===== src/rtl/hog_pkg.sv =====
// Shared defaults and width helpers for the HOG front-end blocks (line buffer reader side).
package hog_pkg;

    localparam int DATA_WIDTH    = 8;
    localparam int KERNEL_WIDTH  = 3;
    localparam int IMG_WIDTH     = 854;
    localparam int COL_WIDTH     = DATA_WIDTH * KERNEL_WIDTH;
    localparam int WIN_WIDTH     = COL_WIDTH * KERNEL_WIDTH;
    localparam int COL_CNT_WIDTH = $clog2(IMG_WIDTH);

    // Counter width for a modulus n, never narrower than one bit.
    function automatic int cnt_width(input int n);
        return (n > 1) ? $clog2(n) : 1;
    endfunction

endpackage


===== src/rtl/window_shift_reg.sv =====
// K-column shift register holding the sliding window; column 0 is the oldest column.
module window_shift_reg #(
    parameter int DATA_WIDTH   = hog_pkg::DATA_WIDTH,
    parameter int KERNEL_WIDTH = hog_pkg::KERNEL_WIDTH
) (
    input  logic                                        clk,
    input  logic                                        rst_n,
    input  logic                                        load,
    input  logic [KERNEL_WIDTH*DATA_WIDTH-1:0]          col_data,
    output logic [KERNEL_WIDTH*KERNEL_WIDTH*DATA_WIDTH-1:0] win_data
);

    localparam int COL_W = KERNEL_WIDTH * DATA_WIDTH;

    logic [COL_W-1:0] cols [KERNEL_WIDTH];

    // NOTE: this small register array is reset on purpose because win_data must read zero after
    // reset; a large RAM-backed buffer would normally be left unreset.
    always_ff @(posedge clk or negedge rst_n) begin
        if (!rst_n) begin
            for (int c = 0; c < KERNEL_WIDTH; c++) cols[c] <= '0;
        end else if (load) begin
            // NOTE: non-blocking assignments let every column read its neighbour's old value,
            // so the shift is order-independent.
            for (int c = 0; c < KERNEL_WIDTH - 1; c++) cols[c] <= cols[c+1];
            cols[KERNEL_WIDTH-1] <= col_data;
        end
    end

    for (genvar r = 0; r < KERNEL_WIDTH; r++) begin : g_row
        for (genvar c = 0; c < KERNEL_WIDTH; c++) begin : g_col
            assign win_data[(r*KERNEL_WIDTH+c)*DATA_WIDTH +: DATA_WIDTH] = cols[c][r*DATA_WIDTH +: DATA_WIDTH];
        end
    end

endmodule


===== src/rtl/kernel_window_builder.sv =====
// Builds KxK sliding windows from line-buffer columns, tagging border and end-of-row.
// Optional macro KWB_BORDER_DROP_EN: border windows are consumed internally and never presented.
module kernel_window_builder #(
    parameter int DATA_WIDTH   = hog_pkg::DATA_WIDTH,
    parameter int KERNEL_WIDTH = hog_pkg::KERNEL_WIDTH,
    parameter int IMG_WIDTH    = hog_pkg::IMG_WIDTH
) (
    input  logic                                            clk,
    input  logic                                            rst_n,
    input  logic [KERNEL_WIDTH*DATA_WIDTH-1:0]              col_data,
    input  logic                                            col_valid,
    input  logic                                            col_border,
    output logic                                            col_ready,
    output logic [KERNEL_WIDTH*KERNEL_WIDTH*DATA_WIDTH-1:0] win_data,
    output logic                                            win_valid,
    output logic                                            win_border,
    output logic                                            win_eol,
    input  logic                                            win_ready
);

    import hog_pkg::*;

    localparam int CNT_W  = cnt_width(IMG_WIDTH);
    localparam int FILL_W = cnt_width(KERNEL_WIDTH);

    logic [CNT_W-1:0]  col_cnt;
    logic [FILL_W-1:0] fill_cnt;
    logic              accept;
    logic              full;
    logic              last_col;
    logic              present;
    logic              border_next;

    assign col_ready = ~win_valid | win_ready;
    assign accept    = col_valid & col_ready;
    assign full      = (fill_cnt == FILL_W'(KERNEL_WIDTH - 1));
    assign last_col  = (col_cnt == CNT_W'(IMG_WIDTH - 1));

`ifdef KWB_BORDER_DROP_EN
    assign present     = ~col_border;
    assign border_next = 1'b0;
`else
    assign present     = 1'b1;
    assign border_next = col_border;
`endif

    window_shift_reg #(
        .DATA_WIDTH   (DATA_WIDTH),
        .KERNEL_WIDTH (KERNEL_WIDTH)
    ) u_shift (
        .clk      (clk),
        .rst_n    (rst_n),
        .load     (accept),
        .col_data (col_data),
        .win_data (win_data)
    );

    // fill_cnt survives the row wrap: straddling windows are flagged by the line buffer instead.
    always_ff @(posedge clk or negedge rst_n) begin
        if (!rst_n) begin
            col_cnt    <= '0;
            fill_cnt   <= '0;
            win_valid  <= 1'b0;
            win_border <= 1'b0;
            win_eol    <= 1'b0;
        end else if (accept) begin
            col_cnt    <= last_col ? '0 : col_cnt + 1'b1;
            if (!full) fill_cnt <= fill_cnt + 1'b1;
            win_valid  <= full & present;
            win_border <= border_next;
            win_eol    <= last_col;
        end else if (win_ready) begin
            win_valid  <= 1'b0;
        end
    end

endmodule


===== config.mk =====
export PLATFORM = sky130hd
export DESIGN_NAME = kernel_window_builder
export DESIGN_NICKNAME = d
export VERILOG_FILES = /design/src/rtl/hog_pkg.sv /design/src/rtl/window_shift_reg.sv /design/src/rtl/kernel_window_builder.sv
export SDC_FILE = /design/constraint.sdc
export NUM_CORES = 1
export LEC_CHECK = 0
export ABC_AREA = 0
export CORE_MARGIN = 2
export CORE_UTILIZATION = 45
export DETAILED_ROUTE_END_ITERATION = 12
export GPL_ROUTABILITY_DRIVEN = 1
export GPL_TIMING_DRIVEN = 1
export PLACE_DENSITY_LB_ADDON = 0.1
export SETUP_SLACK_MARGIN = 0.5
export SYNTH_ARGS = -nofsm -noshare
export SYNTH_HDL_FRONTEND = slang
export SYNTH_HIERARCHICAL = 1
export SYNTH_SLANG_ARGS = --single-unit

===== constraint.sdc =====
create_clock -name clk -period 3.42 [get_ports clk]
set_clock_uncertainty 0.2 [all_clocks]
set_input_delay 0.684 -clock clk [delete_from_list [all_inputs] [get_ports clk]]
set_output_delay 0.684 -clock clk [all_outputs]
set_load 0.01 [all_outputs]

After elaboration in Yosys (flattened, before gate mapping) --
Index checks and enable logic that the tools add are counted.
Word-level totals: flip-flop bits (word level) 87, input bits 29, output and inout port bits 76, word-level logic and storage cells 21
Cells by class: $add $sub $neg 2, equality and inequality tests 2, muxes and demuxes 3, bitwise logic cells 4, reductions and logical operators 2
Operators by type and width (count):
- adder 10 x 1 -> 10 bit (second input constant) | 1
- == test 10 bit (second input constant) | 1
- 2-to-1 mux 10 bit | 1
- adder 2 x 1 -> 2 bit (second input constant) | 1
- == test 2 bit (second input constant) | 1
- 2-to-1 mux 1 bit | 2
- NOT 1 bit | 2
- AND reduction 2 bit | 1
- nonzero test 2 bit | 1
- AND 1 bit | 1
- OR 1 bit | 1

Logic depth before layout (Yosys ltp) --
Gate-level depths: netlist of run 1.
depth in word-level cells 4, gate-level depth with buffers 7, depth with buffers taken out 6

Modules after synthesis --
Netlist of run 1, hierarchy kept.
Modules (own cells, without submodules):
- window_shift_reg | instances 1, cells an instance 152, area each 3026.7 µm², sequential area each 1801.7 µm²
- kernel_window_builder | instances 1, cells an instance 71, area each 743.2 µm², sequential area each 375.4 µm²

Worst setup path before layout of run 1 --
No wires, ideal clock.
path kind input to register, start input port win_ready, end register u_shift.cols, in the netlist u_shift/win_data[0], setup time 0.125 ns, arrival time 1.797 ns, data required time 3.095 ns, setup slack 1.297 ns, cell stages on the path 7, path buffers 3, cells stage by stage nand2b_1 > buf_4 > nand2_2 > inv_1 > buf_6 > buf_12 > mux2_4
On the way: word-level cells in the longest chain between the ends 2
Ends and longest elaborated chain:
- from (decl) | RTL line kernel_window_builder.sv:18 | input logic win_ready
- OR 1 bit | RTL line kernel_window_builder.sv:34 | assign col_ready = ~win_valid | win_ready;
- via col_ready | RTL line kernel_window_builder.sv:13 | output logic col_ready,
- AND 1 bit | RTL line kernel_window_builder.sv:35 | assign accept = col_valid & col_ready;
- via accept | RTL line kernel_window_builder.sv:28 | logic accept;
- to (signal, indexed assignment) | RTL line window_shift_reg.sv:26 | cols[KERNEL_WIDTH-1] <= col_data;
- to (decl) | RTL line window_shift_reg.sv:15 | logic [COL_W-1:0] cols [KERNEL_WIDTH];
The timed path passes the listed nets, and every way through them passes these cells. A chain may end at the register's enable or synchronous reset.

Worst setup path after layout of run 1 --
start input port win_ready, end output port col_ready
On the way: word-level cells in the longest chain between the ends 1
Ends and longest elaborated chain (RTL line):
- OR 1 bit | kernel_window_builder.sv:34
- to (decl) | kernel_window_builder.sv:13
Every way passes these cells.

==> impl_metrics.tcl, run 1 <==
set metrics [dict create \
    syn_area_per_cell_sq_um 16.91 \
    switching_share_pct 28.96 \
    antenna_found_initial 0 \
    postCtsResizedCells 0 \
    pwr-share-clk_pct 16.8 \
    layout.nets 366 \
    clk_pin_slew_ns 0.08 \
    path_max_fanout 3 \
    h-tree-depth 3 \
    p_seq_share_pct 42.3 \
    synthToLayoutAreaGrowth_pct 33.92 \
    grt_overflow 0 \
    ir_drop_mv 0.3902 \
    cts_made_buffers 9 \
    core-area_sq_um 8175 \
    async_flop_share_pct 100.0 \
    dp_hpwl_microns 4661 \
    grt_max_degree 88 \
    netlist_top_cells_area "dfrtp_1 (58%), mux2_4 (28%), buf_12 (3.7%)" \
    worst_slack_ns 0.7072 \
    fin_crit_ns 2.713 \
    timing.rr.start "win_valid" \
    worstRegToRegCells 5 \
    die_w_microns 95.53 \
    drt-vias-per-instance 4.858 \
    hold_class "in2async" \
    finalPower_mw 3.929 \
    cp_data_arrival_time_ns 1.83 \
    r2r-end "u_shift/win_data[35]" \
    p_comb_share_pct 40.9 \
    worstSetupEndpointType "output port" \
    fin_util_pct 61.75 \
    synth_edf_count 0 \
    yosysSeqAreaShare_pct 57.75 \
    cts_buffer_depth 2 \
    wirelength_microns 6805 \
    maxCapViolations 0 \
    root_buffer "clkbuf_8" \
    hold_buffers 0 \
    row_count 33 \
    fin_tns_setup_ns 0 \
    status "completed" \
    synth_cell_types 32 \
    drc 0 \
    num_vias 2152 \
    grt_usage_pct 15.89 \
    setup_violations 0 \
    fmax_ghz 0.3686 \
    place_ws_ns 0.6742 \
    syn_inst 223 \
    power_density_nw_per_um2 778.3 \
    cts_num_sinks 87 \
    yosysWarnings 6 \
    crit_start "win_ready" \
    wire_per_inst_microns 15.36 \
    regToRegSetupSlack_ns 1.48 \
    dr.pass1.iters 4 \
    netlist.top_cell.by_area "dfrtp_1" \
    ant_nets 0 \
    start_util_pct 46.11 \
    ys_ff_latch 87 \
    p_int_mw 2.792 \
    p_sw_mw 1.138 \
    critPathRequiredTime_ns 2.54 \
    fin_crit_sh_pct 79.32 \
    rsz0062_at_grt "no" \
    grt_pass1_wl_microns 11100 \
    p_leak_nw 2.312 \
    ys.flop_type "dfrtp_1" \
    synth_common_cells "dfrtp_1 (87), mux2_4 (70), buf_12 (7), nor2_1 (7)" \
    slew_violations 0 \
    synth_nets 255 \
    ios 105 \
    hold_violations 0 \
    maxSlewHeadroom_pct 70.23 \
    layout-drive-gt1-share_pct 29.29 \
    cts_setup_buffers 0 \
    grt_pass1_vias 2155 \
    dieHeight_microns 95.53 \
    synth.most_common_cell "dfrtp_1" \
    cts_tree "done" \
    antenna_cells 0 \
    drt_iter0_drc 53 \
    critical_path_class "in2out" \
    portBuffers 104 \
    synthesis.area_sq_um 3770 \
    critical_path.startpoint_type "primary input" \
    synth_top_area_share_pct 57.75 \
    die_area_sq_um 9126 \
    gp_congestion 0.7546 \
    worst_pin_slew_ns 0.4465 \
    clock_latency_ns 0.34 \
]
==> worst max path at each step <==
stage                     slack [ns]  cells after the start                   end
after floorplan                 1.30                      7   u_shift/win_data[0]
after global placement          0.69                      5  u_shift/win_data[68]
after detailed placement        0.67                      5  u_shift/win_data[43]
after CTS                       0.70                      3             col_ready
after global routing            0.66                      3             col_ready
final                           0.71                      3             col_ready
==> per-layer routing <==
| metal | track usage [%] | wire [microns] | up-vias |
|---|---|---|---|
| met5 | 0 | 0 | - |
| met4 | 3.929 | 70 | 0 |
| met3 | 5.850 | 464 | 5 |
| met2 | 22.26 | 3007 | 69 |
| met1 | 23.38 | 3262 | 1084 |
| li1 | - | - | 994 |
==> area by class of cell <==
| type | instances | area (sq um) |
|---|---|---|
| clock buffer | 10 | 127.6 |
| clock inverter | 5 | 50.05 |
| inverter | 4 | 17.52 |
| multi-input combinational | 123 | 1419 |
| sequential | 87 | 2177 |
| fill | 636 | 3127 |
| tap | 105 | 131.4 |
| timing repair buffer | 109 | 1126 |
==> cell usage in the layout (no fill, tap or decap), types with 3 or more instances in the layout <==
cell / Yosys / routed
dfrtp_1: 87 / 87
nand3_1: 3 / 3
clkdlybuf4s50_1: 0 / 103
nor2_1: 7 / 7
o21ai_0: 3 / 3
mux2_2: 3 / 3
inv_1: 4 / 3
ha_1: 3 / 3
nand2_1: 6 / 6
buf_12: 7 / 4
clkbuf_8: 0 / 9
mux2_4: 70 / 70
clkinv_2: 0 / 4
xor2_1: 6 / 6
==> metrics by stage <==
step / hold slack (ns) / cell area [sq um] / cells
3_3_place_gp: 0.2665 / 4871 / 428
6_report: 0.1743 / 5049 / 443
2_1_floorplan: 0.1884 / 3770 / 223
3_5_place_dp: 0.2692 / 4871 / 428
5_1_grt: 0.1902 / 5049 / 443
4_1_cts: 0.1828 / 5049 / 443
==> worst max-delay path, stage by stage <==
cell and delay (ns):
clkdlybuf4s50_1 0.44, nand2b_1 0.15, clkdlybuf4s50_1 0.55
==> flip-flops by register name, indices dropped and copies added (netlist names) <==
| signal | flops |
|---|---|
| win_eol | 1 |
| win_border | 1 |
| win_valid | 1 |
| u_shift/win_data | 72 |
| fill_cnt | 2 |
| col_cnt | 10 |
==> cell families (layout without fill, tap and decap cells) <==
kind of cell               Yosys count  after routing  synth area share [%]
DFF                                 87             87                 57.75
AOI/OAI and AO/OA                    9              9                 1.593
and+or+nand+nor                     31             31                 4.647
adders and majority gates            3              3                0.9958
buffers and inverters               13            128                 4.613
muxes                               73             73                 28.78
xor gates and xnor gates             7              7                 1.626
==> power by group through the flow <==
stage | Combinational, mW | Clock (mW) | Sequential [mW]
final | 1.61 | 0.660 | 1.66
after global routing | 1.72 | 0.732 | 1.72
after CTS | 1.62 | 0.685 | 1.67
after detailed placement | 1.62 | 0 | 1.68
after global placement | 1.60 | 0 | 1.67
after floorplan | 0.710 | 0 | 1.78
Power figures use the tool's default switching activity.
==> run 2: changes to the inputs <==
==> constraint.sdc (replaced) <==
create_clock -name clk -period 2.8 [get_ports clk]
set_clock_uncertainty 0.2 [all_clocks]
set_input_delay 0.56 -clock clk [delete_from_list [all_inputs] [get_ports clk]]
set_output_delay 0.56 -clock clk [all_outputs]
set_load 0.01 [all_outputs]
==> run 2 against run 1 <==
Compared with the run above: critical path type unchanged; flip-flop and latch count stayed put; largest cell class unchanged; critical path depth stayed put; power is 22% higher; critical endpoint unchanged; setup slack worse by 0.10 ns; largest power group unchanged.
==> impl_metrics.tcl, run 2 (same netlist as run 1, synthesis figures left out) <==
set metrics [dict create \
    status "completed" \
    hold_ws_ns 0.2892 \
    wirelength_microns 6787 \
    min_from "col_cnt[7]" \
    critPathRequiredTime_ns 2.04 \
    dieHeight_microns 95.53 \
    start_util_pct 46.11 \
    clk_pin_slew_ns 0.09 \
    fin_crit_sh_pct 78.46 \
    synthToLayoutAreaGrowth_pct 34.52 \
    maxCapViolations 0 \
    critical_path_class "in2out" \
    worst_path_max_delay_cell "clkdlybuf4s50_1" \
    finalPower_mw 4.790 \
    cts_made_buffers 9 \
    grt_overflow 0 \
    path_max_fanout 3 \
    cts_num_sinks 87 \
    ir_drop_mv 0.3895 \
    fin_crit_ns 2.197 \
    slew_violations 0 \
    timing.rr.start "col_cnt[1]" \
    critical_path.startpoint_type "primary input" \
    cp_data_arrival_time_ns 1.44 \
    gp_congestion 0.7810 \
    hold_violations 0 \
    seq_area_sq_um 2177 \
    cp_cell_sequence "clkdlybuf4s50_1 -> nand2b_1 -> dlygate4sd2_1" \
    wire_per_inst_microns 15.22 \
    crit_family "buffers and inverters" \
    regToRegSetupSlack_ns 0.88 \
    grt_pass1_wl_microns 10960 \
    row_count 33 \
    worstRegToRegCells 6 \
    dp_cells 429 \
    layout_common_cells "clkdlybuf4s50_1 (102), dfrtp_1 (87), mux2_4 (70)" \
    h-tree-depth 3 \
    grt_max_degree 50 \
    maxSlewHeadroom_pct 64.64 \
    power_density_nw_per_um2 944.6 \
    setup_violations 0 \
    whs_endpoint "col_cnt[7]" \
    clock_latency_ns 0.35 \
    grt_pass1_vias 2128 \
    critPathBufInv 2 \
    hold_depth 1 \
    drc 0 \
    ant_nets 0 \
    multi_input_area_sq_um 1419 \
    root_buffer "clkbuf_8" \
    fin_util_pct 62.03 \
    layout.nets 368 \
    drt-vias-per-instance 4.744 \
    r2r-end "col_cnt[6]" \
    cts_tree "done" \
    core-area_sq_um 8175 \
    cts_buffer_depth 2 \
    grt_usage_pct 15.89 \
    cts_setup_buffers 0 \
    ios 105 \
    stdcell_count 446 \
    dr.pass1.iters 4 \
    p_leak_nw 2.311 \
    largest_reg_flops 72 \
    die_w_microns 95.53 \
    layout_commonest_cell "clkdlybuf4s50_1" \
    worstSetupEndpointType "output port" \
    rsz0062_at_grt "no" \
    dp_hpwl_microns 4638 \
    num_vias 2116 \
    portBuffers 104 \
    max_stage_delay_ns 0.44 \
    worst_pin_slew_ns 0.5304 \
    fin_tns_setup_ns 0 \
    antenna_cells 0 \
    fmax_ghz 0.4552 \
    layout-drive-gt1-share_pct 29.91 \
    drt_iter0_drc 73 \
    hold_class "reg2reg" \
    antenna_found_initial 0 \
    die_area_sq_um 9126 \
    nFillCells 652 \
]
## run 2: worst max path at each step
| stage | startpoint | to | slack [ns] | cells after the start |
|---|---|---|---|---|
| 3_5_place_dp | win_ready | col_ready | 0.33 | 3 |
| 5_1_grt | win_ready | col_ready | 0.57 | 3 |
| 3_3_place_gp | win_ready | col_ready | 0.34 | 3 |
| 4_1_cts | win_ready | col_ready | 0.60 | 3 |
| 6_report | win_ready | col_ready | 0.60 | 3 |
| 2_1_floorplan | win_ready | u_shift/win_data[0] | 0.80 | 7 |
## run 2: per-layer routing
metal / part of all wire, % / GRT usage [%]
met5: 0 / 0
met3: 5.5 / 4.190
met2: 43 / 21.21
met1: 49 / 23.84
met4: 2.0 / 7.500
## run 2: cell type report
| cell class | instances | share of cell area [%] |
|---|---|---|
| Timing Repair Buffer | 111 | 22.53 |
| Inverter | 4 | 0.3454 |
| Clock inverter | 5 | 0.6415 |
| Clock buffer | 11 | 2.985 |
| Tap cell | 105 | 2.591 |
| Multi-Input combinational cell | 123 | 27.98 |
| Sequential cell | 87 | 42.93 |
## run 2: power by group
group	switching (mW)	internal [mW]	total, mW
Combinational	0.650	1.31	1.96
Sequential	0.321	1.70	2.02
Clock	0.444	0.368	0.812
## run 2: through the flow
stage	setup WS, ns	instance area (sq um)
finish	0.6032	5071
global route	0.5699	5071
CTS	0.5962	5071
detailed placement	0.3291	4878
global placement	0.3377	4878
floorplan	0.8015	3770
## run 2: repair_timing
item,4_1_cts,5_1_grt
gates resized for setup,1,0
setup endpoints to repair,1,0
hold buffers,1,0
hold endpoints to repair,27,0
